$ cat src/rtl/phase_sweep_ctrl_if.sv
// Control/status bundle between the phase sweep controller and its host.
// The master side drives the start/abort controls and the BER counter
// readings. The slave side (the controller) drives the phase, the enables
// and the sweep results.
interface phase_sweep_ctrl_if #(
  parameter int REG_COUNT_LEN = 64
);
  logic                     i_start;
  logic                     i_abort;
  logic [REG_COUNT_LEN-1:0] i_error_count_r;
  logic [REG_COUNT_LEN-1:0] i_error_count_i;
  logic [REG_COUNT_LEN-1:0] i_bit_count_r;
  logic [1:0]               o_phase;
  logic                     o_enable_tx;
  logic                     o_enable_rx;
  logic                     o_enable_ber;
  logic                     o_busy;
  logic                     o_done;
  logic                     o_timeout;
  logic [1:0]               o_best_phase;
  logic [REG_COUNT_LEN:0]   o_best_errors;

  modport master (
    output i_start, i_abort, i_error_count_r, i_error_count_i, i_bit_count_r,
    input  o_phase, o_enable_tx, o_enable_rx, o_enable_ber, o_busy, o_done,
           o_timeout, o_best_phase, o_best_errors
  );

  modport slave (
    input  i_start, i_abort, i_error_count_r, i_error_count_i, i_bit_count_r,
    output o_phase, o_enable_tx, o_enable_rx, o_enable_ber, o_busy, o_done,
           o_timeout, o_best_phase, o_best_errors
  );
endinterface

$ cat src/rtl/phase_sweep_ctrl.sv
// RX sampling-phase sweep controller.
// The controller steps through phases 0..3. At each phase it waits a settle
// period, then measures BER over one window, or until a timeout expires.
// It keeps the phase with the fewest summed I+Q errors. When the sweep ends
// it locks o_phase to that best phase.
module phase_sweep_ctrl #(
  parameter int REG_COUNT_LEN  = 64,
  parameter int WINDOW_LEN     = 1024,
  parameter int SETTLE_CYCLES  = 32,
  parameter int TIMEOUT_CYCLES = 65536
) (
  input  logic              clk,
  input  logic              rst,
  phase_sweep_ctrl_if.slave bus
);

  // One counter serves both the settle wait and the measure timeout.
  localparam int CNT_MAX = (SETTLE_CYCLES > TIMEOUT_CYCLES) ? SETTLE_CYCLES : TIMEOUT_CYCLES;
  localparam int CNT_W   = $clog2(CNT_MAX + 1);
  localparam logic [CNT_W-1:0]         SETTLE_LAST  = CNT_W'(SETTLE_CYCLES - 1);
  localparam logic [CNT_W-1:0]         TIMEOUT_LAST = CNT_W'(TIMEOUT_CYCLES - 1);
  localparam logic [REG_COUNT_LEN-1:0] WINDOW_VAL   = REG_COUNT_LEN'(WINDOW_LEN);
  localparam logic [REG_COUNT_LEN:0]   SUM_MAX      = '1;

  typedef enum logic [2:0] {
    IDLE, ENABLE, SETTLE, MEASURE, EVAL, NEXT, LOCK
  } state_t;

  state_t                   state;
  logic [CNT_W-1:0]         cnt;
  logic                     timed_out;
  logic [1:0]               phase;
  logic [1:0]               best_phase;
  logic [REG_COUNT_LEN:0]   best_errors;
  logic [1:0]               best_phase_out;
  logic [REG_COUNT_LEN:0]   best_errors_out;
  logic                     enable_tx;
  logic                     enable_rx;
  logic                     enable_ber;
  logic                     busy;
  logic                     done;
  logic                     timeout;
  logic [REG_COUNT_LEN:0]   raw_sum;
  logic [REG_COUNT_LEN:0]   eval_sum;

  // The sum is one bit wider than the counters, so two full-scale counts
  // cannot wrap. A timed-out phase scores all-ones, so it can never beat a
  // real measurement.
  always_comb begin
    raw_sum  = {1'b0, bus.i_error_count_r} + {1'b0, bus.i_error_count_i};
    eval_sum = timed_out ? SUM_MAX : raw_sum;
  end

  // Sweep sequencer. All outputs are registered here, next to the state.
  always_ff @(posedge clk or posedge rst) begin
    if (rst) begin
      state           <= IDLE;
      cnt             <= '0;
      timed_out       <= 1'b0;
      phase           <= 2'd0;
      best_phase      <= 2'd0;
      best_errors     <= '0;
      best_phase_out  <= 2'd0;
      best_errors_out <= '0;
      enable_tx       <= 1'b0;
      enable_rx       <= 1'b0;
      enable_ber      <= 1'b0;
      busy            <= 1'b0;
      done            <= 1'b0;
      timeout         <= 1'b0;
    end else begin
      done <= 1'b0;
      if (state != IDLE && bus.i_abort) begin
        // Abort beats every other transition, including window complete.
        // o_phase and the published results are left as they are.
        state      <= IDLE;
        enable_ber <= 1'b0;
        busy       <= 1'b0;
      end else begin
        case (state)
          IDLE: begin
            if (bus.i_start) begin
              state       <= ENABLE;
              phase       <= 2'd0;
              timeout     <= 1'b0;
              best_errors <= SUM_MAX;
              best_phase  <= 2'd0;
              busy        <= 1'b1;
            end
          end
          ENABLE: begin
            enable_tx <= 1'b1;
            enable_rx <= 1'b1;
            cnt       <= '0;
            state     <= SETTLE;
          end
          SETTLE: begin
            if (cnt == SETTLE_LAST) begin
              cnt        <= '0;
              enable_ber <= 1'b1;
              state      <= MEASURE;
            end else begin
              cnt <= cnt + CNT_W'(1);
            end
          end
          MEASURE: begin
            if (bus.i_bit_count_r >= WINDOW_VAL) begin
              timed_out <= 1'b0;
              state     <= EVAL;
            end else if (cnt == TIMEOUT_LAST) begin
              timed_out <= 1'b1;
              state     <= EVAL;
            end else begin
              cnt <= cnt + CNT_W'(1);
            end
          end
          EVAL: begin
            if (timed_out) begin
              timeout <= 1'b1;
            end
            // Strict less-than. Phases arrive in ascending order, so on a
            // tie the lower phase is kept.
            if (eval_sum < best_errors) begin
              best_errors <= eval_sum;
              best_phase  <= phase;
            end
            enable_ber <= 1'b0;
            state      <= NEXT;
          end
          NEXT: begin
            if (phase == 2'd3) begin
              phase           <= best_phase;
              best_phase_out  <= best_phase;
              best_errors_out <= best_errors;
              done            <= 1'b1;
              state           <= LOCK;
            end else begin
              phase <= phase + 2'd1;
              cnt   <= '0;
              state <= SETTLE;
            end
          end
          LOCK: begin
            busy  <= 1'b0;
            state <= IDLE;
          end
          default: state <= IDLE;
        endcase
      end
    end
  end

  assign bus.o_phase       = phase;
  assign bus.o_enable_tx   = enable_tx;
  assign bus.o_enable_rx   = enable_rx;
  assign bus.o_enable_ber  = enable_ber;
  assign bus.o_busy        = busy;
  assign bus.o_done        = done;
  assign bus.o_timeout     = timeout;
  assign bus.o_best_phase  = best_phase_out;
  assign bus.o_best_errors = best_errors_out;

endmodule
$ cat src/flat_wrapper.sv
// flat-port wrapper written by rule: the top's interface ports become plain ports
module phase_sweep_ctrl_flat 
#(
  parameter int REG_COUNT_LEN  = 64,
  parameter int WINDOW_LEN     = 1024,
  parameter int SETTLE_CYCLES  = 32,
  parameter int TIMEOUT_CYCLES = 65536
)
  (clk, rst, bus_i_start, bus_i_abort, bus_i_error_count_r, bus_i_error_count_i, bus_i_bit_count_r, bus_o_phase, bus_o_enable_tx, bus_o_enable_rx, bus_o_enable_ber, bus_o_busy, bus_o_done, bus_o_timeout, bus_o_best_phase, bus_o_best_errors);
  phase_sweep_ctrl_if #(.REG_COUNT_LEN(REG_COUNT_LEN)) bus_i ();
  input  logic clk;
  input  logic rst;
  input wire logic [$bits(bus_i.i_start)-1:0] bus_i_start;
  input wire logic [$bits(bus_i.i_abort)-1:0] bus_i_abort;
  input wire logic [$bits(bus_i.i_error_count_r)-1:0] bus_i_error_count_r;
  input wire logic [$bits(bus_i.i_error_count_i)-1:0] bus_i_error_count_i;
  input wire logic [$bits(bus_i.i_bit_count_r)-1:0] bus_i_bit_count_r;
  output wire logic [$bits(bus_i.o_phase)-1:0] bus_o_phase;
  output wire logic [$bits(bus_i.o_enable_tx)-1:0] bus_o_enable_tx;
  output wire logic [$bits(bus_i.o_enable_rx)-1:0] bus_o_enable_rx;
  output wire logic [$bits(bus_i.o_enable_ber)-1:0] bus_o_enable_ber;
  output wire logic [$bits(bus_i.o_busy)-1:0] bus_o_busy;
  output wire logic [$bits(bus_i.o_done)-1:0] bus_o_done;
  output wire logic [$bits(bus_i.o_timeout)-1:0] bus_o_timeout;
  output wire logic [$bits(bus_i.o_best_phase)-1:0] bus_o_best_phase;
  output wire logic [$bits(bus_i.o_best_errors)-1:0] bus_o_best_errors;
  assign bus_i.i_start = bus_i_start;
  assign bus_i.i_abort = bus_i_abort;
  assign bus_i.i_error_count_r = bus_i_error_count_r;
  assign bus_i.i_error_count_i = bus_i_error_count_i;
  assign bus_i.i_bit_count_r = bus_i_bit_count_r;
  assign bus_o_phase = bus_i.o_phase;
  assign bus_o_enable_tx = bus_i.o_enable_tx;
  assign bus_o_enable_rx = bus_i.o_enable_rx;
  assign bus_o_enable_ber = bus_i.o_enable_ber;
  assign bus_o_busy = bus_i.o_busy;
  assign bus_o_done = bus_i.o_done;
  assign bus_o_timeout = bus_i.o_timeout;
  assign bus_o_best_phase = bus_i.o_best_phase;
  assign bus_o_best_errors = bus_i.o_best_errors;
  phase_sweep_ctrl #(.REG_COUNT_LEN(REG_COUNT_LEN), .WINDOW_LEN(WINDOW_LEN), .SETTLE_CYCLES(SETTLE_CYCLES), .TIMEOUT_CYCLES(TIMEOUT_CYCLES)) u_core (.clk(clk), .rst(rst), .bus(bus_i));
endmodule
$ cat config.mk
export PLATFORM = sky130hd
export DESIGN_NAME = phase_sweep_ctrl_flat
export DESIGN_NICKNAME = d
export VERILOG_FILES = /design/src/rtl/phase_sweep_ctrl_if.sv /design/src/rtl/phase_sweep_ctrl.sv /design/src/flat_wrapper.sv
export SDC_FILE = /design/constraint.sdc
export NUM_CORES = 1
export LEC_CHECK = 0
export BUFFER_PORTS_ARGS = -buffer_cell sky130_fd_sc_hd__buf_2
export CORE_ASPECT_RATIO = 1.1
export CORE_MARGIN = 2
export CORE_UTILIZATION = 30
export CTS_BUF_LIST = sky130_fd_sc_hd__clkbuf_8
export DETAILED_ROUTE_END_ITERATION = 7
export PLACE_DENSITY = 0.56
export SETUP_SLACK_MARGIN = 0.15
export SYNTH_ARGS = -nofsm -noshare
export SYNTH_HDL_FRONTEND = slang
export SYNTH_SLANG_ARGS = --single-unit
$ cat constraint.sdc
create_clock -name clk -period 5.43 [get_ports clk]
set_input_delay 0.2715 -clock clk [delete_from_list [all_inputs] [get_ports clk]]
set_output_delay 0.2715 -clock clk [all_outputs]
set_load 0.01 [all_outputs]
==> flow_summary_export.csv, run 1 <==
group,metric,value,unit
run_status,outcome,"complete, no violations",
worst_setup_path,slowest_delay,300,ps
worst_setup_path,end_kind,"flip-flop",
floorplanning,start_util,30.4,%
synthesis,syn_area,0.0122,sq mm
worst_setup_path,crit_arrival,5240,ps
grt,antenna_found_initial,0,
grt,grt_overflow,0,
synthesis,synth-xor-area-share,4.24,%
route,vias,11500,
worst_setup_path,crit_required,5800,ps
synthesis,synthFlopType,"dfrtp_1",
layout,final_cell_mix,"buf_2 (260), nand2_1 (190), o21ai_0 (168)",
clock_network,clock_latency,500,ps
layout,area_growth,20.3,%
worst_setup_path,crit_family,"compound AO/OA/AOI/OAI gates",
route,avgRoutedWirePerCell,16.2,um
route,drc,0,
timing,rsz0062_at_grt,"false",
grt,grt_use_total,17.6,%
synthesis,synthAdderAreaFrac,13.6,%
clock_network,clockBufferDepth,2,
hold_path,hold_path.class,"in -> reg",
synthesis,synth-seq-cells,162,
timing,drv_slew,0,
placed_design,hpwl,29.8,mm
worst_setup_path,crit_fanout,12,
placed_design,preCtsSetupSlack,-11.4,ps
route,avgViaCountPerCell,5.04,
layout,finalNetCount,2088,
clock_network,cts_tree,"built",
worst_setup_path,cp_slowest_cell,"a211o_1",
synthesis,yosys_warnings,0,
synthesis,syn_inst,1501,
synthesis,synth_top_family_by_area,"compound AO/OA/AOI/OAI gates",
route,first_iter_violations,508,
power_and_ir_drop,vdd_ir_drop_max,166,uV
floorplanning,die_y,216,um
floorplanning,die_w,196,um
clock_network,path_clk_slew,100,ps
flow_run,cap_viol_max_count,0,
route,ant_nets,0,
synthesis,synth_top_cell_area_share,33.2,%
grt,grt_max_degree,85,
timing,min_period_over_period,89.6,%
floorplanning,dieArea,0.0423,sq mm
grt,grt_pass1_wl,59.4,mm
timing,setup_ws,567,ps
layout,final_common_cell,"buf_2",
timing,finalWorstPathRequiredPeriod,4860,ps
floorplanning,fp.coreArea,0.0402,sq mm
placed_design,place_congestion,0.889,
synthesis,synth_edf_count,0,
synthesis,synth-simple-area-share,18.2,%
grt,grt_pass1_vias,11400,
timing,hold_viol,0,
worst_setup_path,crit_buf_inv,8,
timing,hold-worst-slack,60.6,ps
floorplanning,row_count,77,
layout,antenna_cells,0,
synthesis,muxShareOfSynthArea,0.533,%
synthesis,avgSynthCellArea,8.13,sq um
timing,setup_viol,0,
timing,tightest_slew,1080,ps
clock_network,cts_sinks,162,
layout,post_route_cells_drive_above_1_share,22.0,%
timing,clock_skew,21.4,ps
power_and_ir_drop,powerDensity,267,mW/mm^2
synthesis,syn-num-nets,1829,
timing,max_freq,206,MHz
clock_network,cts_buffers,17,
timing,relSlewSlack,27.5,%
worst_setup_path,critPathLaunchType,"input pin",
power_and_ir_drop,leakage,7.64,nW
clock_network,clock-root-buffer,"clkbuf_8",
synthesis,yosysTopAreaCell,"dfrtp_1",
synthesis,ys_seq_area_share,33.2,%
floorplanning,boundaryPins,271,
synthesis,synth-compound-area-share,24.3,%
worst_setup_path,crit_type,"in -> reg",
synthesis,synth_async_sr_flop_share,100,%
worst_setup_path,cp_common_cell,"buf_4",
clock_network,cts-htree-levels,4,
synthesis,ys_types,83,
synthesis,synth_area_leaders,"dfrtp_1 (33%), ha_1 (13%), o21ai_0 (6.9%), nand2_1 (5.9%), a21oi_1 (5.2%)",
route,drt_pass1_iterations,5,
placed_design,portBuffers,260,
route,drt-total-wl,37.1,mm
## worst paths after layout
kind / start / to / slack (ps) / depth (start not counted)
setup / recovery: bus_i_error_count_i[0] / u_core.best_errors[9]$_DFFE_PP0P_ / 570 / 28
setup reg to reg: u_core.cnt[0]$_DFFE_PP0P_ / u_core.cnt[2]$_DFFE_PP0P_ / 1430 / 15
hold reg to reg: u_core.bus.o_best_errors[26]$_DFFE_PP0P_ / u_core.bus.o_best_errors[26]$_DFFE_PP0P_ / 480 / 2
max in group asynchronous: rst / u_core.bus.o_best_errors[51]$_DFFE_PP0P_ / 3680 / 4
min in group asynchronous: rst / u_core.bus.o_best_errors[5]$_DFFE_PP0P_ / 470 / 3
hold / removal: bus_i_abort / u_core.state[2]$_DFFE_PP0P_ / 60 / 2
## sequential cells by signal (all words and copies together) (netlist names)
| signal | cells |
|---|---|
| u_core.bus.o_enable_tx | 1 |
| u_core.best_errors | 65 |
| u_core.state | 3 |
| u_core.bus.o_busy | 1 |
| u_core.bus.o_done | 1 |
| u_core.bus.o_best_phase | 2 |
| u_core.bus.o_best_errors | 65 |
| u_core.bus.o_enable_ber | 1 |
| u_core.best_phase | 2 |
| u_core.cnt | 17 |
| u_core.bus.o_timeout | 1 |
| u_core.timed_out | 1 |
| u_core.bus.o_phase | 2 |
## metal layers
| metal | share of wire [%] | vias up | global-route usage [%] |
|---|---|---|---|
| li1 | - | 5813 | - |
| met1 | 47 | 5406 | 23.3 |
| met2 | 46 | 266 | 29.5 |
| met3 | 4.4 | 36 | 2.97 |
| met4 | 2.1 | 0 | 5.23 |
| met5 | 0 | - | 0 |
## synthesized netlist by cell type, types with 5 or more instances
cell and number:
buf_2 21, or2_2 14, nand2_1 191, xnor2_1 39, a21boi_0 6, o22a_1 14
nor4_1 21, nand2b_1 6, ha_1 131, clkbuf_1 40, nand4_1 26, dfrtp_1 162
buf_4 6, o21bai_1 11, a31oi_1 19, or3_1 5, nor3_1 19, inv_1 112
nand3_1 24, a21oi_1 127, o211ai_1 5, o21a_1 8, and2_1 7, or2_1 7
and3_1 16, xor2_1 20, o31ai_1 8, nor2b_1 7, a21o_1 39, o21ai_0 168
o21ai_1 21, nor2_1 121
## where the power goes
part | leakage, nW | switching (W) | internal (W) | total (W)
clock | 0.205 | 0.000524 | 0.000422 | 0.000946
combinational | 5.47 | 0.000963 | 0.000624 | 0.00159
sequential | 1.96 | 0.0000609 | 0.00132 | 0.00138
total | 7.64 | 0.00155 | 0.00237 | 0.00392
## worst register-to-register path, cell delays in order, from the launching register on
cell and delay (ps):
dfrtp_1 420, ha_1 240, and3_1 230, and3_1 230
and3_1 220, and3_1 210, and3_1 220, and3_1 220
and3_1 190, ha_1 180, nand2b_1 150, and2_1 220
o21ai_1 150, nand3_1 520, o21ai_0 370, o21ai_1 100
## cell type report
type / instances / area (sq um)
clock buffers: 17 / 234
well taps: 513 / 642
fillers: 4254 / 25500
flip-flops and latches: 162 / 4050
clock inverters: 15 / 170
inverters: 112 / 425
repair buffers: 307 / 1690
multi-input cells: 1160 / 7460
## through the flow
stage                     util, %  total power (W)  area (sq um)  instances  setup TNS (ps)
after CTS                    36.5          0.00396         14700       2286               0
after global placement       35.5          0.00296         14300       2253               0
after global routing         36.5          0.00423         14700       2286               0
after detailed placement     35.5          0.00299         14300       2253           -30.1
final                        36.5          0.00392         14700       2286               0
after floorplan                 -          0.00249         12200       1501               0
## timing repair
item | in CTS | in global routing
setup endpoints to repair | 0 | 55
gates resized for setup | 0 | 2
hold buffers | 1 | 0
hold endpoints to repair | 82 | 0
buffers inserted | 0 | 0
## kinds of logic after synthesis
kind of cell,count (synthesis)
AND/OR/NAND/NOR,480
AO/OA/AOI/OAI,483
XOR/XNOR,59
multiplexers,6
adder cells (fa/ha/maj),132
buffers and inverters,179
flip-flops,162
Note: power is estimated with default switching activity, not from simulation.
==> run 2, diff against run 1 <==
- PLACE_DENSITY: 0.56 -> 0.5
- clock period: 5.43 -> 5.8 ns (I/O delays scaled with it)
==> run 2 against run 1 <==
  * Sequential cell count unchanged
  * Sequential power decreased by 6%
  * Hold slack improved by 35 ps
  * Register-to-register slack improved by 260 ps
  * Global-route usage increased by 0.081 points
  * Final cell count decreased by 1.0%
  * Utilization decreased by 0.38 points
==> flow_summary_export.csv, run 2 (same netlist as run 1, synthesis figures left out) <==
group,metric,value,unit
run_status,outcome,"complete, no violations",
placed_design,dpl_cell_area,0.0141,sq mm
floorplanning,die_w,196,um
worst_setup_path,r2r_cells,14,
clock_network,clock-root-buffer,"clkbuf_8",
worst_setup_path,crit_arrival,5540,ps
placed_design,portBuffers,260,
worst_setup_path,crit_buf_inv,4,
floorplanning,die_y,216,um
timing,min_period_over_period,89.3,%
clock_network,cts_sinks,162,
layout,fin_area,0.0145,sq mm
route,ant_nets,0,
timing,hold-worst-slack,96.1,ps
grt,grt_pass1_wl,59.3,mm
timing,setup-tns-final,0,ps
floorplanning,boundaryPins,271,
worst_setup_path,cp_common_cell,"a21oi_1",
route,drt-total-wl,38.0,mm
route,drt_pass1_iterations,5,
timing,clock_skew,20.2,ps
layout,post_route_cells_drive_above_1_share,20.9,%
layout,final_cell_count_no_fill,2263,
layout,finalNetCount,2064,
grt,grt_max_degree,79,
worst_setup_path,cp_slowest_cell,"fa_1",
power_and_ir_drop,leakage,7.53,nW
timing,drv_slew,0,
clock_network,cts-htree-levels,4,
worst_setup_path,end_kind,"flip-flop",
grt,grt_overflow,0,
worst_setup_path,crit_family,"compound AO/OA/AOI/OAI gates",
timing,finalWorstPathRequiredPeriod,5180,ps
clock_network,cts_buffers,17,
worst_setup_path,critPathLaunchType,"input pin",
route,avgRoutedWirePerCell,16.8,um
floorplanning,row_count,77,
power_and_ir_drop,powerDensity,253,mW/mm^2
power_and_ir_drop,power,0.00367,W
timing,setup_viol,0,
clock_network,cts_tree,"built",
grt,grt_use_total,17.7,%
power_and_ir_drop,vdd_ir_drop_max,105,uV
layout,final_cell_mix,"buf_2 (260), nand2_1 (190), o21ai_0 (168)",
worst_setup_path,slowest_delay,410,ps
hold_path,hold_path.class,"in -> reg",
placed_design,hpwl,30.0,mm
grt,antenna_found_initial,1,
clock_network,post_cts_buffers,0,
timing,tightest_slew,1150,ps
placed_design,place_congestion,0.847,
worst_setup_path,crit_type,"in -> reg",
layout,area_growth,19.0,%
route,first_iter_violations,673,
timing,hold_viol,0,
hold_path,holdPathStages,2,
route,vias,11500,
floorplanning,dieArea,0.0423,sq mm
clock_network,clockBufferDepth,2,
floorplanning,fp.coreArea,0.0402,sq mm
placed_design,placed_cells,2229,
timing,relSlewSlack,22.9,%
route,drc,0,
grt,grt_pass1_vias,11200,
floorplanning,start_util,30.4,%
worst_setup_path,cp.depth,26,
clock_network,path_clk_slew,100,ps
timing,max_freq,193,MHz
worst_setup_path,crit_required,6160,ps
clock_network,clock_latency,490,ps
flow_run,cap_viol_max_count,0,
timing,rsz0062_at_grt,"false",
layout,final_common_cell,"buf_2",
worst_setup_path,crit_fanout,12,
route,avgViaCountPerCell,5.08,
## run 2: repair_timing
item | CTS | global route
endpoints found under the setup margin | 0 | 0
hold buffers | 1 | 0
resized for setup | 0 | 0
hold endpoints to repair | 71 | 0
## run 2: stage by stage
step / setup slack, ps / util (%)
after CTS: 660 / 36.1
after global placement: 160 / 35.1
after floorplan: 1130 / -
final: 621 / 36.1
after detailed placement: 132 / 35.1
after global routing: 301 / 36.1
## run 2: worst register-to-register path: stages, from the launching register on
cell and delay [ps]:
dfrtp_1 390, inv_1 660, o21ai_0 400, ha_1 380, nand2_1 50, nor4_1 290
o2111ai_1 270, nand3_1 240, a31oi_1 120, o21ai_1 350, a31oi_4 230, buf_12 210
and2b_1 180, buf_12 150, a21oi_1 130
## run 2: path summary, 6_finish.rpt
kind | from | to | slack, ps
setup reg to reg | u_core.timed_out$_DFFE_PP0P_ | u_core.best_errors[9]$_DFFE_PP0P_ | 1690
setup / recovery | bus_i_error_count_i[0] | u_core.best_errors[9]$_DFFE_PP0P_ | 620
hold reg to reg | u_core.bus.o_best_errors[54]$_DFFE_PP0P_ | u_core.bus.o_best_errors[54]$_DFFE_PP0P_ | 480
max in group asynchronous | rst | u_core.best_errors[11]$_DFFE_PP0P_ | 4170
min in group asynchronous | rst | u_core.bus.o_done$_DFF_PP0_ | 480
hold / removal | bus_i_abort | u_core.state[2]$_DFFE_PP0P_ | 100
## run 2: cell type report
type	instances	area [sq um]
Antenna cell	1	2.50
Clock buffer	19	262
Clock inverter	13	163
Fill cell	4236	25700
Inverter	112	425
Multi-Input combinational cell	1160	7450
Sequential cell	162	4050
Tap cell	513	642
Timing Repair Buffer	283	1530
## run 2: report_power, final
| part | internal [W] | switching, W | leakage [nW] |
|---|---|---|---|
| Combinational | 0.000562 | 0.000901 | 5.35 |
| Clock | 0.000422 | 0.000493 | 0.214 |
| Sequential | 0.00124 | 0.0000572 | 1.96 |
## run 2: metal layers
| metal | vias to the layer above | global-route usage (%) | part of all wire, % |
|---|---|---|---|
| li1 | 5771 | - | - |
| met1 | 5417 | 23.8 | 47 |
| met2 | 277 | 29.8 | 47 |
| met4 | 0 | 5.51 | 2.3 |
| met3 | 41 | 1.98 | 3.6 |
| met5 | - | 0 | 0 |
